### src/rtl/vedic_pkg.sv
// Shared types and sizing helpers for the iterative Vedic multiplier controller.
// Contents:
//   state_t  - controller states IDLE / BUSY / DONE
//   digits() - number of 2-bit digits per operand for a given width
//   cnt_w()  - bit width of a digit counter for a given width
package vedic_pkg;

    typedef enum logic [1:0] {
        IDLE = 2'd0,
        BUSY = 2'd1,
        DONE = 2'd2
    } state_t;

    // Number of 2-bit digits in a w-bit operand.
    function automatic int unsigned digits(input int unsigned w);
        return w / 2;
    endfunction

    // Digit counter width; at least one bit so the counter always exists.
    function automatic int unsigned cnt_w(input int unsigned w);
        return ((w / 2) > 1) ? $clog2(w / 2) : 1;
    endfunction

endpackage

### src/rtl/vedic_pp2x2.sv
// Combinational 2x2 Vedic (Urdhva-Tiryagbhyam) multiplier cell.
// Ports:
//   a [1:0] - multiplicand digit
//   b [1:0] - multiplier digit
//   p [3:0] - product a*b
module vedic_pp2x2 (
    input  logic [1:0] a,
    input  logic [1:0] b,
    output logic [3:0] p
);

    logic s1;
    logic c1;
    logic s2;
    logic c2;

    // Cross terms are half-added; their carry joins the high vertical term.
    assign s1 = (a[1] & b[0]) ^ (a[0] & b[1]);
    assign c1 = (a[1] & b[0]) & (a[0] & b[1]);
    assign s2 = (a[1] & b[1]) ^ c1;
    assign c2 = (a[1] & b[1]) & c1;

    assign p = {c2, s2, s1, a[0] & b[0]};

endmodule

### src/rtl/vedic_iter_mult_ctrl.sv
// Iterative WIDTH x WIDTH unsigned multiplier built around a single 2x2 Vedic cell.
// One digit pair is multiplied per cycle, shifted into place and accumulated.
// Optional feature: define VEDIC_ZERO_SKIP_EN to bypass BUSY when either operand is zero.
// Ports:
//   clk, rst_n          - clock, asynchronous active-low reset
//   in_valid / in_ready - operand handshake (in_a, in_b)
//   out_valid/out_ready - product handshake (out_p = in_a * in_b)
//   busy                - high while the digit loop runs
module vedic_iter_mult_ctrl
    import vedic_pkg::*;
#(
    parameter int unsigned WIDTH = 8
) (
    input  logic                 clk,
    input  logic                 rst_n,
    input  logic                 in_valid,
    output logic                 in_ready,
    input  logic [WIDTH-1:0]     in_a,
    input  logic [WIDTH-1:0]     in_b,
    output logic                 out_valid,
    input  logic                 out_ready,
    output logic [2*WIDTH-1:0]   out_p,
    output logic                 busy
);

    localparam int unsigned D    = digits(WIDTH);
    localparam int unsigned CW   = cnt_w(WIDTH);
    localparam int unsigned PW   = 2 * WIDTH;
    localparam int unsigned SW   = $clog2(PW);
    localparam int unsigned SUMW = SW - 1;
    localparam logic [CW-1:0] LAST = CW'(D - 1);

    state_t          state_q;
    state_t          state_n;
    logic [WIDTH-1:0] a_q;
    logic [WIDTH-1:0] a_n;
    logic [WIDTH-1:0] b_q;
    logic [WIDTH-1:0] b_n;
    logic [PW-1:0]   acc_q;
    logic [PW-1:0]   acc_n;
    logic [CW-1:0]   i_q;
    logic [CW-1:0]   i_n;
    logic [CW-1:0]   j_q;
    logic [CW-1:0]   j_n;
    logic            in_ready_q;
    logic            out_valid_q;
    logic            busy_q;

    logic [1:0]      a_dig_c;
    logic [1:0]      b_dig_c;
    logic [3:0]      pp_c;
    logic [SW-1:0]   shamt_c;
    logic [PW-1:0]   addend_c;
    logic            accept_c;

    // Current digit pair and its weight 2*(i+j).
    assign a_dig_c  = 2'(a_q >> {i_q, 1'b0});
    assign b_dig_c  = 2'(b_q >> {j_q, 1'b0});
    assign shamt_c  = {SUMW'(i_q) + SUMW'(j_q), 1'b0};
    assign addend_c = PW'(pp_c) << shamt_c;
    assign accept_c = in_valid & in_ready_q;

    vedic_pp2x2 u_pp (
        .a (a_dig_c),
        .b (b_dig_c),
        .p (pp_c)
    );

    // State and datapath registers; handshake outputs are registered from next state.
    always_ff @(posedge clk or negedge rst_n) begin
        if (!rst_n) begin
            state_q     <= IDLE;
            a_q         <= '0;
            b_q         <= '0;
            acc_q       <= '0;
            i_q         <= '0;
            j_q         <= '0;
            in_ready_q  <= 1'b1;
            out_valid_q <= 1'b0;
            busy_q      <= 1'b0;
        end else begin
            state_q     <= state_n;
            a_q         <= a_n;
            b_q         <= b_n;
            acc_q       <= acc_n;
            i_q         <= i_n;
            j_q         <= j_n;
            in_ready_q  <= (state_n == IDLE);
            out_valid_q <= (state_n == DONE);
            busy_q      <= (state_n == BUSY);
        end
    end

    // Next-state and datapath update.
    always_comb begin
        state_n = state_q;
        a_n     = a_q;
        b_n     = b_q;
        acc_n   = acc_q;
        i_n     = i_q;
        j_n     = j_q;
        case (state_q)
            IDLE: begin
                if (accept_c) begin
                    a_n     = in_a;
                    b_n     = in_b;
                    acc_n   = '0;
                    i_n     = '0;
                    j_n     = '0;
                    state_n = BUSY;
`ifdef VEDIC_ZERO_SKIP_EN
                    if ((in_a == '0) || (in_b == '0)) begin
                        state_n = DONE;
                    end
`endif
                end
            end
            BUSY: begin
                acc_n = acc_q + addend_c;
                // i is the fast index; j steps when i wraps.
                if (i_q == LAST) begin
                    i_n = '0;
                    if (j_q == LAST) begin
                        j_n     = '0;
                        state_n = DONE;
                    end else begin
                        j_n = j_q + CW'(1);
                    end
                end else begin
                    i_n = i_q + CW'(1);
                end
            end
            DONE: begin
                if (out_ready) begin
                    state_n = IDLE;
                end
            end
            default: begin
                state_n = IDLE;
            end
        endcase
    end

    assign in_ready  = in_ready_q;
    assign out_valid = out_valid_q;
    assign busy      = busy_q;
    assign out_p     = acc_q;

endmodule
### config.mk
export PLATFORM = sky130hd
export DESIGN_NAME = vedic_iter_mult_ctrl
export DESIGN_NICKNAME = d
export VERILOG_FILES = /design/src/rtl/vedic_pkg.sv /design/src/rtl/vedic_pp2x2.sv /design/src/rtl/vedic_iter_mult_ctrl.sv
export SDC_FILE = /design/constraint.sdc
export NUM_CORES = 1
export LEC_CHECK = 0
export CORE_MARGIN = 3
export CORE_UTILIZATION = 45
export CTS_CLUSTER_DIAMETER = 100
export CTS_CLUSTER_SIZE = 30
export DETAILED_ROUTE_END_ITERATION = 8
export PLACE_DENSITY = 0.79
export SLEW_MARGIN = 15
export SYNTH_ARGS = -nofsm -noshare
export SYNTH_HDL_FRONTEND = slang
export SYNTH_SLANG_ARGS = --single-unit
### constraint.sdc
create_clock -name clk -period 10.67 [get_ports clk]
set_input_delay 2.134 -clock clk [delete_from_list [all_inputs] [get_ports clk]]
set_output_delay 2.134 -clock clk [all_outputs]
set_load 0.005 [all_outputs]
======== Yosys cells after proc, flatten, opt, wreduce, memory -nomap -nowiden ========
Index checks and enable logic that the tools add are counted.
operators by class
  eq/ne operators ......................... 8
  add/subtract/negate cells ............... 4
  bitwise gates (word level) .............. 9
  shift-type cells ........................ 3
  reduce and logical (&&, ||, !) cells .... 6
  muxes and demuxes ....................... 13
operators by type and width
  kind                                                             count
  16-bit one-hot mux with 2 select lines                           1
  16-bit adder                                                     1
  16-bit two-way mux                                               1
  2-bit two-way mux                                                8
  4-bit by 4-bit left shift with 16-bit output                     1
  8-bit by 3-bit >> shifter with 2-bit output                      2
  2-bit == test, second input constant                             4
  2-bit one-hot mux with 2 select lines                            2
  1-bit AND                                                        7
  2-bit one-hot mux with 3 select lines                            1
  2-bit by 1-bit adder with 2-bit output, second input constant    2
  2-bit by 1-bit == test with 1-bit output, second input constant  2
  2-bit logical NOT                                                2
  2-bit != test, second input constant                             2
  2-bit AND reduction                                              2
  2-bit by 2-bit adder with 3-bit output                           1
  3-bit AND reduction                                              1
  2-bit nonzero test                                               1
  1-bit XOR                                                        2
word-level totals
  output and inout port bits .............. 19
  word-level logic and storage cells ...... 52
  bits in registers ....................... 41

======== Logic depth before layout (Yosys ltp) ========
  depth after elaboration ................. 7
  mapped depth ............................ 15
  mapped depth without buffers ............ 14

======== Hierarchy ========
Synthesis repeated with hierarchy kept, for this count alone.
unflattened totals
  cell total of the unflattened synthesis .. 270
  area total of the unflattened synthesis .. 2670.1 um^2
by module, submodules not included
  module                sequential area each (um^2)  times used  cells an instance  area each (um^2)
  vedic_iter_mult_ctrl  1027.2                       1           261                2597.5
  vedic_pp2x2           0.0                          1           9                  72.6

======== Worst setup path before layout ========
No wires, ideal clock.
  kind .................................... flip-flop to flip-flop
  start ................................... reg j_q[0]
  end ..................................... reg acc_q[8], in the netlist out_p[8]
  stages on the path, launching flop included .. 15
  period minus slack after synthesis ...... 3451 ps
  path slack .............................. 7219 ps
  buffers on the path ..................... 0
  arrival ................................. 3313 ps
  cell sequence ........................... dfrtp_1 -> mux4_2 -> and2_1 -> ha_1 -> ha_1 -> nor2b_1 -> a31oi_1 -> nor2_1 -> ha_1 -> nor2b_2 -> o2111ai_1 -> nand2_2 -> a31oi_1 -> xor2_1 -> o22ai_1
between the ends
  longest elaborated chain between the ends .. 7
  elaborated cells on any way between the ends .. 13
  classes of those cells .................. add/sub: 2; shift: 2; mux: 1; bitwise: 8
RTL lines
  what                                              RTL line                              source
  start, declared                                   vedic_iter_mult_ctrl.sv:43            logic [CW-1:0] j_q;
  start signal, assigned                            vedic_iter_mult_ctrl.sv:87            j_q <= j_n;
  8-bit by 3-bit >> shifter with 2-bit output       vedic_iter_mult_ctrl.sv:58            assign b_dig_c = 2'(b_q >> {j_q, 1'b0});
  1-bit AND                                         vedic_pp2x2.sv:18, vedic_pp2x2.sv:19
  1-bit AND                                         vedic_pp2x2.sv:19                     assign c1 = (a[1] & b[0]) & (a[0] & b[1]);
  1-bit XOR / 1-bit AND (equally long branches)     vedic_pp2x2.sv:20, vedic_pp2x2.sv:21
  4-bit by 4-bit left shift with 16-bit output (*)  vedic_iter_mult_ctrl.sv:60            assign addend_c = PW'(pp_c) << shamt_c;
  16-bit adder (*)                                  vedic_iter_mult_ctrl.sv:119           acc_n = acc_q + addend_c;
  16-bit one-hot mux with 2 select lines (*)        vedic_iter_mult_ctrl.sv:102           case (state_q)
  end signal, assigned                              vedic_iter_mult_ctrl.sv:85            acc_q <= acc_n;
  end, declared                                     vedic_iter_mult_ctrl.sv:39            logic [PW-1:0] acc_q;
Every way passes the cells marked *; elsewhere a longest branch is shown, timed or not.
A chain may end at the register's enable or synchronous reset.

======== Final worst setup path ========
Ends and elaborated chain as after synthesis.

==> results.env <==
RUN_STATUS='completed'
POST-ROUTE-DRC-COUNT=0
FIN_SETUP_TNS_PS=0
AVG_WL_PER_CELL_UM=16.3
CORE_AREA_SQ_UM=5610
REPORT.FINAL.SLEW_VIOL_COUNT=0
CTS-ROOT-BUF='sky130_fd_sc_hd__clkbuf_8'
SYNTHCELLS=268
POST_CTS_RESIZED=0
POWER_W=0.000954
SETUP_REPAIR_AFTER_GLOBAL_ROUTING_MISSED_ITS_MARGIN='no'
PLACEDCELLCOUNT=364
SYN_AVG_CELL_AREA_SQ_UM=9.92
YS_DOMINANT_REG_CELL='sky130_fd_sc_hd__dfrtp_1'
CLOCK_PATH_BUFFERS=2
TIMING_HOLD_VIOLATIONS_FINAL=0
ROW_COUNT=27
WORSTPATHCELLLIST='mux4_2 > and2_1 > ha_1 > ha_1 > nor2b_1 > a31oi_1 > nor2_1 > ha_1 > nor2b_2 > o2111ai_1 > nand2_2 > a31oi_1 > xor2_1 > o22ai_1'
MAXIMUM_NUMBER_OF_PINS_ON_ONE_NET_BEFORE_GLOBAL_ROUTE_REPAIR=42
FF2FF_SETUP_SLACK_PS=6630
FINAL_LAYOUT_SIZE_SUFFIX_GT1_FRAC=0.153
SYNTH_TOP_CELL_AREA_SHARE=0.377
GRT_PASS1_VIAS=2096
MAXCAPVIOLCOUNT=0
NUMBER_OF_NETS_STILL_FAILING_ANTENNA_CHECKS_AFTER_ROUTING=0
HOLD_END='b_q[5]'
DRT_ITER0_DRC=156
STARTPOINT_TYPE='flip-flop'
WORST_EP_ARRIVAL_TIME_PS=4180
SEQ_AREA_FRAC_SYNTH=0.387
TRITONCTS_NUM_SINKS=41
FINAL.FILL_COUNT=502
CTS_HOLD_BUF=0
SYNTH_CELL_TYPE_COUNT=46
HOLD_PATH.STARTPOINT='b_q[5]'
PERIOD_SHARE=0.379
SYNTH.MOST_COMMON_CELL='sky130_fd_sc_hd__dfrtp_1'
NUM-NETS-FINAL=341
AREAGROWTHSYNTHTOFINISH_PCT=19.2
FINISH.UTILIZATION=0.565
NETLIST_AREA_SQ_UM=2660
FIN_WORST_HOLD_SLACK_PS=510
YOSYSTOPAREACELL='sky130_fd_sc_hd__dfrtp_1'
FP.DIEW_UM=82.9
NETLIST_TOP_CELLS_COUNT='sky130_fd_sc_hd__dfrtp_1 (40), sky130_fd_sc_hd__nand2_1 (32), sky130_fd_sc_hd__ha_1 (20)'
PLACE.PORT_BUFFERS=38
FINALWIRELENGTH_MM=6.05
P_LEAK_nW=1.33
NUMBER_OF_ANTENNA_VIOLATIONS_AT_THE_FIRST_CHECK_IN_GLOBAL_ROUTING=0
CHIPHEIGHT_UM=82.9
GRT_OVERFLOW_TOTAL=0
CRIT_PATH_MAX_INCR_DELAY_PS=580
FINCLKSKEW_PS=10.1
POST-CTS-SETUP-BUFFERS=0
DIODES=0
R2R_START='j_q[0]'
MINIMUM_CLOCK_PERIOD_AFTER_LAYOUT_PS=4040
CPMAXSTAGEDELAYCELL='sky130_fd_sc_hd__mux4_2'
FINALNONFILLERCELLS=372
TIMING.SETUP.CRITICAL_PATH_CLASS='flip-flop to flip-flop'
PIN_SLEW_WITH_THE_LEAST_HEADROOM_TO_ITS_LIMIT_PS=1080
YS.WARNINGS.COUNT=0
GRT_USAGE=0.181
DP.FINAL_HPWL_MM=4.34
FINALWEIGHTEDCONGESTION=0.917
GRT_FIRST_PASS_WIRELENGTH_MM=10.2
CTS_TREE='done'
FLOORPLAN.DIE_AREA_SQ_UM=6860
HOLD_PATH.CLASS='flip-flop to flip-flop'
CLOCK_LATENCY_OF_THE_LATER_CLOCKED_REGISTER_IN_THE_WORST_SKEW_PAIR_PS=310
CPMOSTUSEDCELL='sky130_fd_sc_hd__ha_1'
CP.BUFFERS_INVERTERS=0
REG2REG_TO='out_p[8]'
HOLD_DEPTH=1
YS_TOP_CELLS_BY_AREA='sky130_fd_sc_hd__dfrtp_1 (38%), sky130_fd_sc_hd__ha_1 (9.4%), sky130_fd_sc_hd__mux2_2 (6.8%), sky130_fd_sc_hd__nand2_1 (4.5%), sky130_fd_sc_hd__o22ai_1 (3.5%)'
SYNTH_NETS=310
IO-PIN-COUNT=39
WORST_R2R_PATH_DEPTH=14
INITIAL_UTILIZATION=0.474
CLK_PIN_SLEW_PS=90
CTS_BUFFERS=5
PEAKVDDDROP_V=0.000146
ASYNC_RESET_FF_FRAC=1.00
YS_SEQ_ELEMENTS=41
DRTPASS1ITERATIONS=4
SYNTH-EDFF-COUNT=0
MAXSLEWHEADROOM=0.277
DETAILROUTE.VIA_COUNT=2108
POWERDENSITY_nW_PER_UM2=301
H-TREE-DEPTH=2
END_KIND='flip-flop'
CRITICAL_PATH.TOP_DELAY_FAMILY='compound AO/OA/AOI/OAI gates'
CRIT_FANOUT=6
TIMING.FMAX_MHz=248
SETUP_VIOL=0
AVGVIACOUNTPERCELL=5.67
WORST_EP_REQUIRED_TIME_PS=10810
## cell type report
type	count	area, sq um	share of cell area
clock buffer	5	68.8	0.0217
clock inverter	3	25.0	0.00790
inverter	7	26.3	0.00830
multi-input combinational	205	1550	0.488
sequential	41	1030	0.324
tap	72	90.1	0.0284
timing repair buffer	39	383	0.121
## worst register-to-register path: stages, from the launching register on
cell and delay, ps:
sky130_fd_sc_hd__dfrtp_1 490, sky130_fd_sc_hd__mux4_2 580, sky130_fd_sc_hd__and2_1 180, sky130_fd_sc_hd__ha_1 210
sky130_fd_sc_hd__ha_1 300, sky130_fd_sc_hd__nor2b_1 140, sky130_fd_sc_hd__a31oi_1 380, sky130_fd_sc_hd__nor2_1 90
sky130_fd_sc_hd__ha_1 340, sky130_fd_sc_hd__nor2b_2 170, sky130_fd_sc_hd__o2111ai_1 200, sky130_fd_sc_hd__nand2_2 130
sky130_fd_sc_hd__a31oi_1 390, sky130_fd_sc_hd__xor2_1 180, sky130_fd_sc_hd__o22ai_1 90
## kinds of logic after synthesis
family | after synthesis | share of synthesized area
AOI/OAI and AO/OA | 64 | 0.164
xor gates and xnor gates | 14 | 0.0461
adders and majority gates | 22 | 0.109
buffers and inverters | 22 | 0.0339
DFF | 41 | 0.387
muxes | 22 | 0.109
and+or+nand+nor | 83 | 0.151
## sequential cells by signal (all words and copies together), names as in the netlist
| register | cells |
|---|---|
| b_q | 8 |
| busy | 1 |
| i_q | 2 |
| j_q | 2 |
| state_q | 2 |
| a_q | 8 |
| in_ready | 1 |
| out_p | 16 |
| out_valid | 1 |
## power by group
| group | switching [W] | leakage [nW] | internal [W] | total (W) |
|---|---|---|---|---|
| logic | 0.000293 | 0.784 | 0.000267 | 0.000560 |
| registers | 0.0000564 | 0.506 | 0.000226 | 0.000283 |
| clock network | 0.0000637 | 0.0447 | 0.0000473 | 0.000111 |
| total | 0.000413 | 1.33 | 0.000540 | 0.000954 |
## how the worst max path moves through the flow
stage | from | end | slack (ps) | depth (start not counted)
after floorplan | j_q[0] | out_p[8] | 7220 | 14
after global placement | j_q[0] | out_p[8] | 6880 | 14
after detailed placement | j_q[0] | out_p[8] | 6710 | 14
after CTS | j_q[0] | out_p[8] | 6670 | 14
after global routing | j_q[0] | out_p[15] | 6400 | 14
final | j_q[0] | out_p[8] | 6630 | 14
## per-stage QoR
| step | cell area (sq um) | setup slack (ps) |
|---|---|---|
| after floorplan | 2660 | 7220 |
| after global placement | 3070 | 6880 |
| after detailed placement | 3070 | 6710 |
| after CTS | 3170 | 6670 |
| after global routing | 3170 | 6400 |
| final | 3170 | 6630 |
## layer usage
| metal | vias to the layer above | GRT usage | part of all wire |
|---|---|---|---|
| li1 | 1028 | - | - |
| met1 | 1022 | 0.246 | 0.45 |
| met2 | 50 | 0.297 | 0.49 |
| met3 | 8 | 0.0327 | 0.043 |
| met4 | 0 | 0.0490 | 0.014 |
| met5 | - | 0 | 0 |
## placed cells by master, fill, tap and decap left out, types with 2 or more instances in the layout
| master | instances |
|---|---|
| sky130_fd_sc_hd__a32o_1 | 2 |
| sky130_fd_sc_hd__nor3_1 | 3 |
| sky130_fd_sc_hd__nor2b_1 | 4 |
| sky130_fd_sc_hd__a31o_2 | 2 |
| sky130_fd_sc_hd__or2_2 | 3 |
| sky130_fd_sc_hd__xnor2_1 | 7 |
| sky130_fd_sc_hd__clkdlybuf4s50_1 | 37 |
| sky130_fd_sc_hd__o21ai_1 | 4 |
| sky130_fd_sc_hd__inv_1 | 7 |
| sky130_fd_sc_hd__nand2b_1 | 6 |
| sky130_fd_sc_hd__nand2_2 | 2 |
| sky130_fd_sc_hd__nand4_1 | 3 |
| sky130_fd_sc_hd__nand3_1 | 4 |
| sky130_fd_sc_hd__o31ai_1 | 3 |
| sky130_fd_sc_hd__nand2_1 | 32 |
| sky130_fd_sc_hd__nor2_1 | 16 |
| sky130_fd_sc_hd__fa_1 | 2 |
| sky130_fd_sc_hd__a21oi_2 | 2 |
| sky130_fd_sc_hd__o21ai_0 | 5 |
| sky130_fd_sc_hd__o21bai_1 | 2 |
| sky130_fd_sc_hd__xor2_1 | 7 |
| sky130_fd_sc_hd__nor3b_1 | 2 |
| sky130_fd_sc_hd__a31oi_1 | 6 |
| sky130_fd_sc_hd__mux4_2 | 4 |
| sky130_fd_sc_hd__mux2_2 | 16 |
| sky130_fd_sc_hd__mux2i_1 | 2 |
| sky130_fd_sc_hd__a21oi_1 | 12 |
| sky130_fd_sc_hd__a21o_1 | 4 |
| sky130_fd_sc_hd__and2_1 | 3 |
| sky130_fd_sc_hd__ha_1 | 20 |
| sky130_fd_sc_hd__dfrtp_1 | 40 |
| sky130_fd_sc_hd__clkbuf_8 | 5 |
| sky130_fd_sc_hd__o22ai_1 | 15 |
(Power assumes the default switching activity.)
